## src/rtl/controller_programmable_nch_if.sv

```systemverilog
// Command bus between a host and the programmable near-subarray controller.
// The host drives command fields; the controller reports readiness.
interface controller_programmable_nch_if #(
    parameter int CMD_W    = 4,
    parameter int CH_IDX_W = 2,
    parameter int ROW_W    = 10,
    parameter int BUS_W    = 32
);
    logic                cmd_valid;
    logic [CMD_W-1:0]    cmd;
    logic [CH_IDX_W-1:0] cmd_chan;
    logic [ROW_W-1:0]    cmd_row_addr;
    logic [BUS_W-1:0]    cmd_data;
    logic                cmd_ready;

    modport master (
        output cmd_valid, cmd, cmd_chan, cmd_row_addr, cmd_data,
        input  cmd_ready
    );

    modport slave (
        input  cmd_valid, cmd, cmd_chan, cmd_row_addr, cmd_data,
        output cmd_ready
    );
endinterface

```

## src/rtl/controller_programmable_nch.sv

```systemverilog
// Programmable multi-channel row-streaming controller: instruction buffer,
// per-channel column/row pointers and prioritised row-activation waits.
module controller_programmable_nch #(
    parameter int NUM_CH      = 3,
    parameter int CH_IDX_W    = 2,
    parameter int NUM_INSTR   = 8,
    parameter int PC_W        = 3,
    parameter int OP_W        = 1,
    parameter int SRC_W       = 2,
    parameter int COND_W      = 3,
    parameter int NUM_COLS    = 64,
    parameter int COL_W       = 6,
    parameter int ROW_W       = 10,
    parameter int WAIT_CYCLES = 9,
    parameter int CMD_W       = 4,
    parameter int BUS_W       = 32
) (
    input  logic              clk,
    input  logic              reset,
    input  logic              start,
    controller_programmable_nch_if.slave bus,
    input  logic              adder_equal_flag,
    input  logic              adder_less_flag,
    output logic              busy,
    output logic              done,
    output logic [PC_W-1:0]   pc,
    output logic [OP_W-1:0]   opcode,
    output logic [SRC_W-1:0]  src1,
    output logic [SRC_W-1:0]  src2,
    output logic [NUM_CH-1:0] shift,
    output logic [NUM_CH-1:0] shift_dir,
    output logic [NUM_CH-1:0] row_active,
    output logic [ROW_W-1:0]  row_addr_out,
    output logic              read_or_write
);
    localparam int OFF_HALT = PC_W;
    localparam int OFF_OP   = PC_W + 1;
    localparam int OFF_S1   = OFF_OP + OP_W;
    localparam int OFF_S2   = OFF_S1 + SRC_W;
    localparam int OFF_COND = OFF_S2 + SRC_W;
    localparam int OFF_DIR  = OFF_COND + NUM_CH * COND_W;
    localparam int OFF_REP  = OFF_DIR + NUM_CH;
    localparam int INSTR_W  = OFF_REP + COL_W;
    localparam int WAIT_W   = $clog2(WAIT_CYCLES);

    localparam logic [CMD_W-1:0] CMD_SET_START = CMD_W'(0);
    localparam logic [CMD_W-1:0] CMD_SET_END   = CMD_W'(1);
    localparam logic [CMD_W-1:0] CMD_LOAD      = CMD_W'(2);

    typedef enum logic [1:0] {
        IDLE, COMPUTE, ROW_WAIT, DONE
    } state_t;

    state_t state;

    logic [INSTR_W-1:0]  ibuf [NUM_INSTR];
    logic [INSTR_W-1:0]  cur;
    logic [COL_W-1:0]    rep;
    logic [WAIT_W-1:0]   wcnt;
    logic [NUM_CH-1:0]   pending;
    logic [NUM_CH-1:0]   fin;
    logic [COL_W-1:0]    col       [NUM_CH];
    logic [ROW_W-1:0]    row       [NUM_CH];
    logic [ROW_W-1:0]    row_start [NUM_CH];
    logic [ROW_W-1:0]    row_end   [NUM_CH];

    logic [NUM_CH-1:0]   wrap;
    logic [NUM_CH-1:0]   pend_nx;
    logic [NUM_CH-1:0]   fin_nx;
    logic [NUM_CH-1:0]   k_hot;
    logic [NUM_CH-1:0]   pend_left;
    logic [CH_IDX_W-1:0] k;
    logic                rep_done;
    logic                go_done;
    logic                cmd_ok;
    logic                chan_ok;
    logic                unused_bits;

    assign cur       = ibuf[pc];
    assign opcode    = cur[OFF_OP +: OP_W];
    assign src1      = cur[OFF_S1 +: SRC_W];
    assign src2      = cur[OFF_S2 +: SRC_W];
    assign shift_dir = cur[OFF_DIR +: NUM_CH];
    assign rep_done  = (rep == cur[OFF_REP +: COL_W]);

    assign busy          = (state != IDLE);
    assign done          = (state == DONE);
    assign bus.cmd_ready = (state == IDLE);

    assign cmd_ok  = bus.cmd_valid && (state == IDLE);
    assign chan_ok = (bus.cmd_chan < CH_IDX_W'(NUM_CH));

    assign unused_bits = ^{1'b0,
                           bus.cmd_row_addr[ROW_W-1:PC_W],
                           bus.cmd_data[BUS_W-1:INSTR_W]};

    always_comb begin
        shift   = '0;
        wrap    = '0;
        pend_nx = pending;
        fin_nx  = fin;
        for (int c = 0; c < NUM_CH; c++) begin
            case (cur[OFF_COND + c * COND_W +: COND_W])
                COND_W'(1): shift[c] = 1'b1;
                COND_W'(2): shift[c] = adder_equal_flag;
                COND_W'(3): shift[c] = !adder_equal_flag;
                COND_W'(4): shift[c] = adder_less_flag;
                COND_W'(5): shift[c] = !adder_less_flag && !adder_equal_flag;
                default:    shift[c] = 1'b0;
            endcase
            if (state != COMPUTE || fin[c])
                shift[c] = 1'b0;
            wrap[c] = shift[c] && (col[c] == COL_W'(NUM_COLS - 1));
            if (wrap[c]) begin
                if (row[c] != row_end[c])
                    pend_nx[c] = 1'b1;
                else
                    fin_nx[c] = 1'b1;
            end
        end
        go_done = (rep_done && cur[OFF_HALT]) || (&fin_nx);
    end

    // Lowest-index pending channel is serviced first.
    always_comb begin
        k = '0;
        for (int c = NUM_CH - 1; c >= 0; c--)
            if (pending[c])
                k = CH_IDX_W'(c);
    end

    assign k_hot     = NUM_CH'(1) << k;
    assign pend_left = pending & ~k_hot;

    assign row_active    = (state == ROW_WAIT) ? k_hot : '0;
    assign row_addr_out  = (state == ROW_WAIT) ? row[k] : '0;
    assign read_or_write = (state == ROW_WAIT) && shift_dir[k];

    always_ff @(posedge clk) begin
        if (cmd_ok && bus.cmd == CMD_LOAD)
            ibuf[bus.cmd_row_addr[PC_W-1:0]] <= bus.cmd_data[INSTR_W-1:0];
    end

    always_ff @(posedge clk or posedge reset) begin
        if (reset) begin
            state   <= IDLE;
            pc      <= '0;
            rep     <= '0;
            wcnt    <= '0;
            pending <= '0;
            fin     <= '0;
            for (int c = 0; c < NUM_CH; c++) begin
                col[c]       <= '0;
                row[c]       <= '0;
                row_start[c] <= '0;
                row_end[c]   <= '0;
            end
        end else begin
            unique case (state)
                IDLE: begin
                    if (cmd_ok && chan_ok) begin
                        if (bus.cmd == CMD_SET_START)
                            row_start[bus.cmd_chan] <= bus.cmd_row_addr;
                        if (bus.cmd == CMD_SET_END)
                            row_end[bus.cmd_chan] <= bus.cmd_row_addr;
                    end
                    if (start) begin
                        state   <= COMPUTE;
                        pc      <= '0;
                        rep     <= '0;
                        wcnt    <= '0;
                        pending <= '0;
                        fin     <= '0;
                        for (int c = 0; c < NUM_CH; c++) begin
                            col[c] <= '0;
                            row[c] <= row_start[c];
                        end
                    end
                end
                COMPUTE: begin
                    for (int c = 0; c < NUM_CH; c++) begin
                        if (shift[c])
                            col[c] <= wrap[c] ? '0 : col[c] + COL_W'(1);
                        if (wrap[c] && row[c] != row_end[c])
                            row[c] <= row[c] + ROW_W'(1);
                    end
                    fin <= fin_nx;
                    if (rep_done) begin
                        rep <= '0;
                        pc  <= cur[PC_W-1:0];
                    end else begin
                        rep <= rep + COL_W'(1);
                    end
                    wcnt <= '0;
                    if (go_done) begin
                        state   <= DONE;
                        pending <= '0;
                    end else begin
                        pending <= pend_nx;
                        if (|pend_nx)
                            state <= ROW_WAIT;
                    end
                end
                ROW_WAIT: begin
                    if (wcnt == WAIT_W'(WAIT_CYCLES - 1)) begin
                        wcnt    <= '0;
                        pending <= pend_left;
                        if (pend_left == '0)
                            state <= COMPUTE;
                    end else begin
                        wcnt <= wcnt + WAIT_W'(1);
                    end
                end
                DONE: state <= IDLE;
                default: state <= IDLE;
            endcase
        end
    end
endmodule

```

## src/flat_wrapper.sv

```systemverilog
// flat-port wrapper written by rule: the top's interface ports become plain ports
module controller_programmable_nch_flat 
#(
    parameter int NUM_CH      = 3,
    parameter int CH_IDX_W    = 2,
    parameter int NUM_INSTR   = 8,
    parameter int PC_W        = 3,
    parameter int OP_W        = 1,
    parameter int SRC_W       = 2,
    parameter int COND_W      = 3,
    parameter int NUM_COLS    = 64,
    parameter int COL_W       = 6,
    parameter int ROW_W       = 10,
    parameter int WAIT_CYCLES = 9,
    parameter int CMD_W       = 4,
    parameter int BUS_W       = 32
)
  (clk, reset, start, adder_equal_flag, adder_less_flag, busy, done, pc, opcode, src1, src2, shift, shift_dir, row_active, row_addr_out, read_or_write, bus_cmd_valid, bus_cmd, bus_cmd_chan, bus_cmd_row_addr, bus_cmd_data, bus_cmd_ready);
  controller_programmable_nch_if #(.CMD_W(CMD_W), .CH_IDX_W(CH_IDX_W), .ROW_W(ROW_W), .BUS_W(BUS_W)) bus_i ();
  input  logic clk;
  input  logic reset;
  input  logic start;
  input  logic adder_equal_flag;
  input  logic adder_less_flag;
  output logic busy;
  output logic done;
  output logic [PC_W-1:0] pc;
  output logic [OP_W-1:0] opcode;
  output logic [SRC_W-1:0] src1;
  output logic [SRC_W-1:0] src2;
  output logic [NUM_CH-1:0] shift;
  output logic [NUM_CH-1:0] shift_dir;
  output logic [NUM_CH-1:0] row_active;
  output logic [ROW_W-1:0] row_addr_out;
  output logic read_or_write;
  input wire logic [$bits(bus_i.cmd_valid)-1:0] bus_cmd_valid;
  input wire logic [$bits(bus_i.cmd)-1:0] bus_cmd;
  input wire logic [$bits(bus_i.cmd_chan)-1:0] bus_cmd_chan;
  input wire logic [$bits(bus_i.cmd_row_addr)-1:0] bus_cmd_row_addr;
  input wire logic [$bits(bus_i.cmd_data)-1:0] bus_cmd_data;
  output wire logic [$bits(bus_i.cmd_ready)-1:0] bus_cmd_ready;
  assign bus_i.cmd_valid = bus_cmd_valid;
  assign bus_i.cmd = bus_cmd;
  assign bus_i.cmd_chan = bus_cmd_chan;
  assign bus_i.cmd_row_addr = bus_cmd_row_addr;
  assign bus_i.cmd_data = bus_cmd_data;
  assign bus_cmd_ready = bus_i.cmd_ready;
  controller_programmable_nch #(.NUM_CH(NUM_CH), .CH_IDX_W(CH_IDX_W), .NUM_INSTR(NUM_INSTR), .PC_W(PC_W), .OP_W(OP_W), .SRC_W(SRC_W), .COND_W(COND_W), .NUM_COLS(NUM_COLS), .COL_W(COL_W), .ROW_W(ROW_W), .WAIT_CYCLES(WAIT_CYCLES), .CMD_W(CMD_W), .BUS_W(BUS_W)) u_core (.clk(clk), .reset(reset), .start(start), .bus(bus_i), .adder_equal_flag(adder_equal_flag), .adder_less_flag(adder_less_flag), .busy(busy), .done(done), .pc(pc), .opcode(opcode), .src1(src1), .src2(src2), .shift(shift), .shift_dir(shift_dir), .row_active(row_active), .row_addr_out(row_addr_out), .read_or_write(read_or_write));
endmodule
```

## config.mk

```make
export PLATFORM = sky130hd
export DESIGN_NAME = controller_programmable_nch_flat
export DESIGN_NICKNAME = d
export VERILOG_FILES = /design/src/rtl/controller_programmable_nch_if.sv /design/src/rtl/controller_programmable_nch.sv /design/src/flat_wrapper.sv
export SDC_FILE = /design/constraint.sdc
export NUM_CORES = 1
export LEC_CHECK = 0
export CAP_MARGIN = 40
export CORE_MARGIN = 4
export CORE_UTILIZATION = 45
export CTS_CLUSTER_SIZE = 12
export DETAILED_ROUTE_END_ITERATION = 10
export GPL_ROUTABILITY_DRIVEN = 0
export PLACE_DENSITY = 0.72
export SKIP_CTS_REPAIR_TIMING = 1
export SLEW_MARGIN = 20
export SYNTH_ARGS = -nofsm -noshare
export SYNTH_HDL_FRONTEND = slang
export SYNTH_SLANG_ARGS = --single-unit
export TNS_END_PERCENT = 5
```

## constraint.sdc

```tcl
create_clock -name clk -period 5.2 [get_ports clk]
set_input_delay 0.52 -clock clk [delete_from_list [all_inputs] [get_ports clk]]
set_output_delay 0.52 -clock clk [all_outputs]
set_load 0.03 [all_outputs]
```

==> impl_metrics.py <==
metrics = {
    "global_routing": {
        "grt_pass1_wl_mm": 51.8,
        "gr-total-overflow": 0,
        "antenna_found_initial": 0,
        "globalRouteTotalUtil_pct": 18.1,
        "first_global_vias": 9074,
        "grt_max_degree": 78,
    },
    "detailed_routing": {
        "antenna_left": 0,
        "drt_pre_antenna_iters": 5,
        "remaining_drc_errors": 0,
        "drt-initial-drc-count": 745,
        "drt-total-wl_mm": 33.1,
        "routed_via_density": 5.69,
        "post_drt_wl_per_cell_um": 20.6,
        "vias": 9157,
    },
    "finish": {
        "layout.nets": 1200,
        "syn_to_final_growth_pct": 16.6,
        "final_core_utilization_pct": 53.0,
        "antennaDiodeCount": 0,
        "final_area_um2": 17700,
        "drive_gt1_share_pct": 20.0,
        "final_cell_mix": "edfxtp_1 (216), dfrtp_1 (126), clkdlybuf4s50_1 (79)",
        "ff_latch_area_um2": 9720,
        "layout_commonest_cell": "edfxtp_1",
        "multiInputGateArea_um2": 5140,
        "fillers": 2689,
    },
    "synthesis": {
        "synth_area_um2": 15200,
        "syn_nets": 1112,
        "yosysSeqAreaShare_pct": 63.9,
        "synth_compound_area_share_pct": 7.63,
        "yosysWarningCount": 0,
        "synth_top_family_by_area": "multiplexers",
        "synth-simple-area-share_pct": 7.55,
        "synthXorXnorAreaFrac_pct": 2.19,
        "ys_ff_latch": 345,
        "yosys.area.top_type_share_pct": 42.7,
        "avgSynthCellArea_um2": 14.5,
        "synth.largest_area_cell": "edfxtp_1",
        "ys.flop_type": "edfxtp_1",
        "synthCells": 1045,
        "synth-adder-area-share_pct": 1.14,
        "synth_edf_count": 216,
        "synthTopCellsByArea": "edfxtp_1 (43%), dfrtp_1 (21%), mux4_2 (8.0%)",
        "yosysUniqueCellTypes": 70,
        "async_flop_share_pct": 37.4,
        "muxShareOfSynthArea_pct": 15.0,
    },
    "clocking": {
        "cts_buffer_depth": 3,
        "cts_tree": "built",
        "cts_root_buf": "clkbuf_16",
        "clock_sinks": 345,
        "htree_levels": 2,
        "numCtsBuffers": 37,
        "clkTransAtPathRegs_ps": 60,
        "insertion_delay_ps": 530,
    },
    "power": {
        "peakVddDrop_v": 0.000311,
        "cellPowerDensity_nw_per_um2": 480,
        "finalPower_w": 0.00851,
        "p_leak_nw": 6.60,
    },
    "critical_path": {
        "end_kind": "output port",
        "startpoint_type": "flop",
        "reg2regPathDepth": 9,
        "path_class": "flop to output port",
        "r2r_end": "u_core.pc[2]",
        "rrSetupSlack_ps": 1600,
        "arrival_ps": 3710,
        "worstPathMaxFanout": 33,
        "required_ps": 4680,
        "timing.rr.start": "u_core.pc[0]",
    },
    "flow_run": {
        "cap_violations": 0,
    },
    "timing": {
        "hold_viol": 0,
        "setup_viol": 0,
        "rsz0062_at_grt": "no",
        "fmax_mhz": 236,
        "finalCriticalPeriod_ps": 4230,
        "slew_headroom_pct": 46.8,
        "finalCritPeriodShare_pct": 81.3,
        "skew_ps": 12.8,
        "slew_violations": 0,
        "tightest_slew_ps": 797,
        "setup_tns_ps": 0,
    },
    "floorplanning": {
        "core_area_um2": 33400,
        "start_util_pct": 45.5,
        "die_x_um": 192,
        "num_rows": 67,
        "io_pins": 85,
        "die_area_um2": 36800,
        "fp.dieH_um": 192,
    },
    "status": {
        "outcome": "finished, final reports clean",
    },
    "min_path": {
        "hold_class": "input port to async pin",
    },
    "place": {
        "hpwl_mm": 20.9,
        "io_buffers": 79,
        "dpl_cell_area_um2": 16600,
    },
}
worst max-delay path by stage:
stage	start	endpoint	slack, ps	cells after the start
4_1_cts	u_core.pc[0]	shift[1]	920	7
3_3_place_gp	u_core.pc[0]	shift[1]	1500	7
3_5_place_dp	u_core.pc[0]	shift[1]	1470	7
2_1_floorplan	reset	u_core.col[0]	1240	1
6_report	u_core.pc[0]	shift[0]	970	7
5_1_grt	u_core.pc[0]	shift[0]	700	7
flip-flops by register name (all words and copies together), names as in the netlist:
register / flops
u_core.col: 18
u_core.fin: 3
u_core.ibuf: 216
u_core.pc: 3
u_core.pending: 3
u_core.rep: 6
u_core.row: 30
u_core.row_end: 30
u_core.row_start: 30
u_core.state: 2
u_core.wcnt: 4
synth_stat cells (all sizes together) (2+ instances only):
master     n
mux4      54
a22o       3
nor3      10
o2111ai    3
o221ai     4
or2        2
a21oi     58
a21o       6
o31ai      2
a211oi     4
o22ai     11
a22oi      2
dfrtp    129
nand3     34
nand2     56
nand2b    14
edfxtp   216
o21ai     51
ha        13
a31o       2
inv       33
and3      13
o22a       8
mux2      74
nor2      55
or3        5
buf       24
xnor2     19
a2bb2oi    2
nand3b     3
mux2i     23
nor2b      5
clkbuf    30
a31oi      7
nor3b      6
a222oi     9
nor4       6
nand4     15
xor2      19
power breakdown:
part	leakage [nW]	switching, W	internal (W)
sequential	3.66	0.000378	0.00315
combinational	2.38	0.00140	0.00108
clock	0.555	0.00103	0.00148
total	6.60	0.00281	0.00570
worst max-delay path: stages (launching register included):
cell and delay [ps]:
dfrtp_4 870, mux4_2 580, mux2i_1 330, nand2b_1 120, o221ai_2 250, nand3_1 240
inv_1 120, clkdlybuf4s50_1 670
area by class of cell:
| type | count | area share (%) |
|---|---|---|
| Sequential cell | 345 | 54.8 |
| Multi-Input combinational cell | 613 | 29.0 |
| Timing Repair Buffer | 103 | 5.85 |
| Clock buffer | 58 | 5.83 |
| Tap cell | 448 | 3.16 |
| Inverter | 33 | 0.713 |
| Clock inverter | 8 | 0.628 |
cells by family after synthesis:
logic type / count (synthesis)
flops: 345
simple gates: 229
compound gates: 181
mux: 151
buf+inv: 87
xor+xnor: 38
fa+ha+maj: 14
stage by stage:
| stage | setup WS [ps] | hold slack, ps | instances |
|---|---|---|---|
| 2_1_floorplan | 1240 | 451 | 1045 |
| 3_3_place_gp | 1500 | 470 | 1534 |
| 3_5_place_dp | 1470 | 485 | 1542 |
| 4_1_cts | 916 | 492 | 1608 |
| 5_1_grt | 700 | 523 | 1608 |
| 6_report | 970 | 479 | 1608 |
layer usage:
| metal | global-route usage (%) | wire, um | share of wire (%) | up-vias |
|---|---|---|---|---|
| li1 | - | - | - | 4196 |
| met1 | 25.2 | 14600 | 44 | 4656 |
| met2 | 29.5 | 16000 | 48 | 254 |
| met3 | 3.18 | 1750 | 5.3 | 51 |
| met4 | 4.92 | 705 | 2.1 | 0 |
| met5 | 0 | 0 | 0 | - |
Note: power is estimated with default switching activity, not from simulation.
